<file path="config.mk">
export PLATFORM = sky130hd
export DESIGN_NAME = wide_add_sequencer
export DESIGN_NICKNAME = d
export VERILOG_FILES = /design/src/rtl/wide_add_pkg.sv /design/src/rtl/word_adder.sv /design/src/rtl/wide_add_sequencer.sv
export SDC_FILE = /design/constraint.sdc
export NUM_CORES = 1
export LEC_CHECK = 0
export ABC_AREA = 1
export BUFFER_PORTS_ARGS = -buffer_cell sky130_fd_sc_hd__buf_4
export CAP_MARGIN = 20
export CORE_ASPECT_RATIO = 2
export CORE_UTILIZATION = 45
export DETAILED_ROUTE_END_ITERATION = 8
export PLACE_DENSITY = 0.78
export SKIP_LAST_GASP = 1
export SLEW_MARGIN = 10
export SYNTH_ARGS = -nofsm -noshare
export SYNTH_HDL_FRONTEND = slang
export SYNTH_HIERARCHICAL = 1
export SYNTH_SLANG_ARGS = --single-unit
</file>
<file path="constraint.sdc">
create_clock -name clk -period 37.9 [get_ports clk]
set_input_delay 5.685 -clock clk [delete_from_list [all_inputs] [get_ports clk]]
set_output_delay 5.685 -clock clk [all_outputs]
set_load 0.005 [all_outputs]
</file>
<file path="src/rtl/wide_add_pkg.sv">
// Shared types and constants for the wide add/subtract sequencer.
// The state encoding and word width live here so the top and the bench agree on them.
package wide_add_pkg;

    localparam int WORD_W        = 32;
    localparam int WORDS_DEFAULT = 4;

    typedef enum logic [1:0] {
        IDLE = 2'd0,
        RUN  = 2'd1,
        DONE = 2'd2
    } state_t;

endpackage

</file>
<file path="src/rtl/word_adder.sv">
// Combinational single-word adder slice with carry-in.
// Also flags signed overflow of this word; the sequencer only uses it on the MSB word.
module word_adder #(
    parameter int W = 32
) (
    input  logic [W-1:0] a,
    input  logic [W-1:0] b,
    input  logic         ci,
    output logic [W-1:0] s,
    output logic         co,
    output logic         ovf
);

    assign {co, s} = {1'b0, a} + {1'b0, b} + {{W{1'b0}}, ci};
    assign ovf     = (a[W-1] == b[W-1]) && (s[W-1] != a[W-1]);

endmodule

</file>
<file path="src/rtl/wide_add_sequencer.sv">
// WORDS x W-bit add/subtract streamed one word per cycle through a single word_adder.
// B is inverted at capture and the carry seeded with sub, so subtract costs nothing extra.
//
// state | meaning
// IDLE  | in_ready high, waiting for an operand set
// RUN   | one word per cycle, idx selects the word, cy carries between words
// DONE  | result held with out_valid high until out_ready
module wide_add_sequencer
    import wide_add_pkg::*;
#(
    parameter int WORDS = WORDS_DEFAULT,
    parameter int W     = WORD_W
) (
    input  logic               clk,
    input  logic               rst,
    input  logic               in_valid,
    output logic               in_ready,
    input  logic [W*WORDS-1:0] a,
    input  logic [W*WORDS-1:0] b,
    input  logic               sub,
    output logic               out_valid,
    input  logic               out_ready,
    output logic [W*WORDS-1:0] sum,
    output logic               carry,
    output logic               overflow
);

    localparam int            IW   = $clog2(WORDS);
    localparam logic [IW-1:0] LAST = IW'(WORDS - 1);

    state_t                  state;
    state_t                  state_nxt;
    logic [WORDS-1:0][W-1:0] a_q;
    logic [WORDS-1:0][W-1:0] b_q;
    logic [WORDS-1:0][W-1:0] sum_q;
    logic [IW-1:0]           idx;
    logic                    cy;
    logic                    carry_q;
    logic                    overflow_q;
    logic [W-1:0]            s_word;
    logic                    co_word;
    logic                    ovf_word;

    word_adder #(.W(W)) u_word_adder (
        .a   (a_q[idx]),
        .b   (b_q[idx]),
        .ci  (cy),
        .s   (s_word),
        .co  (co_word),
        .ovf (ovf_word)
    );

    always_ff @(posedge clk or posedge rst) begin
        if (rst) begin
            state <= IDLE;
        end else begin
            state <= state_nxt;
        end
    end

    always_comb begin
        state_nxt = state;
        case (state)
            IDLE:    if (in_valid)    state_nxt = RUN;
            RUN:     if (idx == LAST) state_nxt = DONE;
            DONE:    if (out_ready)   state_nxt = IDLE;
            default: state_nxt = IDLE;
        endcase
    end

    always_ff @(posedge clk or posedge rst) begin
        if (rst) begin
            a_q        <= '0;
            b_q        <= '0;
            sum_q      <= '0;
            idx        <= '0;
            cy         <= 1'b0;
            carry_q    <= 1'b0;
            overflow_q <= 1'b0;
        end else begin
            if (state == IDLE && in_valid) begin
                a_q <= a;
                b_q <= sub ? ~b : b;
                idx <= '0;
                cy  <= sub;
            end else if (state == RUN) begin
                sum_q[idx] <= s_word;
                cy         <= co_word;
                if (idx == LAST) begin
                    carry_q    <= co_word;
                    overflow_q <= ovf_word;
                end else begin
                    idx <= idx + 1'b1;
                end
            end
        end
    end

    // Handshake outputs decode the state register only, never the inputs.
    assign in_ready  = (state == IDLE);
    assign out_valid = (state == DONE);
    assign sum       = sum_q;
    assign carry     = carry_q;
    assign overflow  = overflow_q;

endmodule

</file>
==> results <==
- The number of buffers inserted during clock tree synthesis is 35.
- The count of pins on the block boundary is 393.
- Timing analysis after detailed placement gives a worst setup slack of 29.56 ns.
- The overall power consumption is around 2.6 mW.
- The most common cell in the netlist is sky130_fd_sc_hd__nand2_1.
- The mean post-synth cell area is 6.85 um^2.
- Setup repair after global routing left no endpoint under its margin.
- By instance count, the cell type seen most on the critical path is sky130_fd_sc_hd__buf_4.
- The flip-flop and latch count after synthesis is 391.
- The max-capacitance violation count is 0.
- The count of non-filler cells in the finished layout is just under 4000.
- The synthesized netlist devotes between 7 and 8% of its cell area to compound gates.
- The number of buffers inserted by post-CTS setup repair is 0.
- The max-slew violation count was 0.
- After layout, the worst path uses between 20% and 30% of the clock period.
- TritonCTS built the clock tree.
- The overall die height is 307 um.
- The final critical path time including I/O delays and setup is 7.85 ns.
- The insertion delay to the later sink of the worst-skew pair is approximately 0.53 ns.
- The synthesized-area fraction occupied by adder cells is 2.28%.
- The share of layout cells above drive strength 1 is 15.2%.
- The worst path buffer plus inverter count is 3.
- Traced cell by cell, the critical path runs through buf_4 -> nand2_4 -> buf_4 -> buf_4 -> o21ai_0.
- The static leakage power is around 15 nW.
- After routing, the total negative slack on setup checks comes to 0 ns.
- The number of gates resized after CTS was 0.
- Dividing the detail-routed via count by the number of cells gives 4.98.
- The die is 154 um wide.
- The remaining routing DRC violations is 0.
- Clock tree synthesis selected as its root buffer the cell sky130_fd_sc_hd__clkbuf_16.
- Relative to the synthesized area, the layout overhead comes to 21.1%.
- The aggregate global routing overflow is 0.
- The initial core utilization is 45.6%.
- The delay of the slowest cell on the worst path is 0.94 ns.
- The number of global-route vias before repair is 18500.
- The remaining antenna violation count after routing is 0.
- Between clock sinks in the finished design, the worst skew comes to about 0.0086 ns.
- The data arrival at the endpoint of the critical path is 8.22 ns.
- The number of buffers inserted by port buffering is around 390.
- The kind of critical path is input port to flip-flop.
- The routed wirelength normalized by instance count is around 17 um.
- The main combinational cell family by area after synthesis is simple AND/OR/NAND/NOR gates.
- Across all setup checks in the final design, the least slack found is 30.05 ns.
- The largest total area in the synthesized netlist belongs to sky130_fd_sc_hd__dfrtp_1.
- The number of antenna violations at the first check in global routing is 8.
- The top fanout value on the critical path is 105.
- Synthesis produced a netlist whose cell count is 3056.
- The global-route wire length before repair is 100000 um.
- Setup violations remaining at the end of the flow were counted as 0.
- The synthesized netlist devotes about 35% of its cell area to simple gates.
- The first TritonRoute pass finished after 7 iterations.
- The placeable core area is 45800 um^2.
- The worst pin sits at a relative slew slack of between 20 and 30%.
- The number of buffers on the longest clock path is 3.
- The total power density per cell area is 101 nW/um^2.
- Sequential cells were found to cover 46.8% of the synthesized design area.
- The flow ran to the end, and the final reports show no timing, DRC or antenna violations.
- The post-detailed-routing wire length is roughly 66000 um.
- STA classifies the critical path endpoint as a flip-flop.
- Static timing analysis puts the maximum clock frequency at around 130 MHz.
- The worst-case vdd ir drop is between 0.04 and 0.05 mV.
- Global routing consumed, over all layers together, 27.5% of the routing resources.
- Among all flip-flop cells after synthesis, the most frequent one is sky130_fd_sc_hd__dfrtp_1.
- The share of synthesized area in the top cell type comes to 46.8%.
- The number of buffers added to fix hold violations after cts is 0.
- The required time reported for the critical path endpoint is 38.27 ns.
- The CTS H-tree depth is 2.
- The cell with the biggest individual delay on the critical path is sky130_fd_sc_hd__buf_4.
- The number of distinct library cells after synthesis is 33.
- The floorplan has about 110 rows.
- The first routing iteration left 1378 violations.
- The congestion estimate from routability-driven global placement came to 1.01.
- The share of flip-flops with an asynchronous set or reset is 100%.
- The clock drives between 300 and 400 sinks.
- At the pin with the least slew margin, the transition time is approximately 1.1 ns.
- In this run the cell area of the synthesized design comes to 20900 um^2.
- After clock tree synthesis, the clock-pin slew on the worst setup and hold paths is 0.07 ns.
- The number of placed instances, taps included, is 3883.
- The pin count of the biggest net entering global routing is 133.
- Of the post-synthesis cell area, the part taken by muxes is 0%.
- The number of synthesized flops with an enable pin is 0.
- The number of nets in the synthesized netlist is 3354.
- STA classifies the critical path startpoint as an input port.
- The class of the most critical hold timing path is flip-flop to flip-flop.
- The detailed router placed 19700 vias in this run.
- By count the netlist is led by sky130_fd_sc_hd__nand2_1 (1633), sky130_fd_sc_hd__dfrtp_1 (391), sky130_fd_sc_hd__o21ai_0 (263).
- The number of failing hold endpoints at the final stage is 0.
- The layout has 4389 filler cells.
- Detailed placement finished with a half-perimeter wire length of about 48000 um.
- Broken down by cell family, the worst path's largest delay share belongs to buffers and inverters.
- The final layout contains 3654 nets.
- Yosys attributes the largest share of cell area to sky130_fd_sc_hd__dfrtp_1 (47%), sky130_fd_sc_hd__nand2_1 (29%), sky130_fd_sc_hd__o21ai_0 (6.3%).
- The die covers 47400 um^2.
- Of the total synthesized cell area, the portion taken by XOR and XNOR cells is 0.754%.
- The Yosys step of the flow raised 6 warnings.
==> flip-flops by register name (all words and copies together), names as in the netlist <==
signal and cells:
a_q 128, b_q 128, sum 128, idx 2
state 2, carry 1, cy 1, overflow 1
==> worst reg2reg max path: cells and delay by family (launching register included) <==
kind,cells,cell delay [ns]
AOI/OAI and AO/OA,1,0.10
adders and majority gates,2,0.97
DFF,1,0.46
buffers and inverters,2,1.31
xor gates and xnor gates,1,0.51
and+or+nand+nor,10,1.11
==> power by group <==
part	internal, mW	leakage (nW)	switching [mW]
Sequential	0.620	4.86	0.114
Clock	0.215	0.595	0.162
Combinational	0.461	9.22	0.994
==> final timing paths <==
kind | from | end | slack (ns) | cells past startpoint
worst max-delay path | in_valid | b_q[99] | 30.05 | 5
worst min-delay path | sum[33] | sum[33] | 0.47 | 2
worst max register to register | idx[1] | sum[10] | 33.39 | 16
worst min register to register | sum[33] | sum[33] | 0.47 | 2
max in group asynchronous | rst | b_q[106] | 30.33 | 4
min in group asynchronous | rst | a_q[101] | 5.23 | 2
==> metrics by stage <==
step / hold WS [ns] / utilization [%] / instance area [um^2]
global placement: 0.455 / 52.5 / 24100
finish: 0.471 / 55.3 / 25300
CTS: 0.477 / 55.2 / 25300
floorplan: 0.444 / - / 20900
global route: 0.484 / 55.3 / 25300
detailed placement: 0.459 / 52.5 / 24100
==> cell type report <==
| class | count | area [um^2] | share of cell area [%] |
|---|---|---|---|
| repair buffers | 414 | 3130 | 12.3 |
| clock buffers | 47 | 1040 | 4.12 |
| flip-flops and latches | 391 | 9790 | 38.6 |
| multi-input cells | 2248 | 9470 | 37.4 |
| diodes | 7 | 17.5 | 0.0691 |
| inverters | 266 | 1010 | 4.00 |
| well taps | 565 | 707 | 2.79 |
| clock inverters | 14 | 169 | 0.667 |
==> metal layers <==
layer  global-route usage (%)  wire (um)
met5                        0         11
met2                     49.7      33600
met3                     3.17       3220
met1                     30.9      24700
met4                     16.5       3960
==> kinds of logic after synthesis <==
group / after synthesis
DFF: 391
adders and majority gates: 37
and+or+nand+nor: 1885
buffers and inverters: 417
AOI/OAI and AO/OA: 308
xor gates and xnor gates: 18
==> cells in the final DEF (no fill, tap or decap), drive strengths merged <==
cell and count:
a21o 2, a21oi 31, and2 1, buf 414
bufinv 3, clkbuf 47, clkinv 10, clkinvlp 2
dfrtp 391, diode 7, fa 2, ha 35
inv 265, nand2 1651, nand3 32, nand3b 2
nand4 6, nor2 183, nor3 9, o21a 2
o21ai 267, o21bai 4, o311ai 1, o31ai 1
or2 1, xor2 18
(Power assumes the default switching activity.)
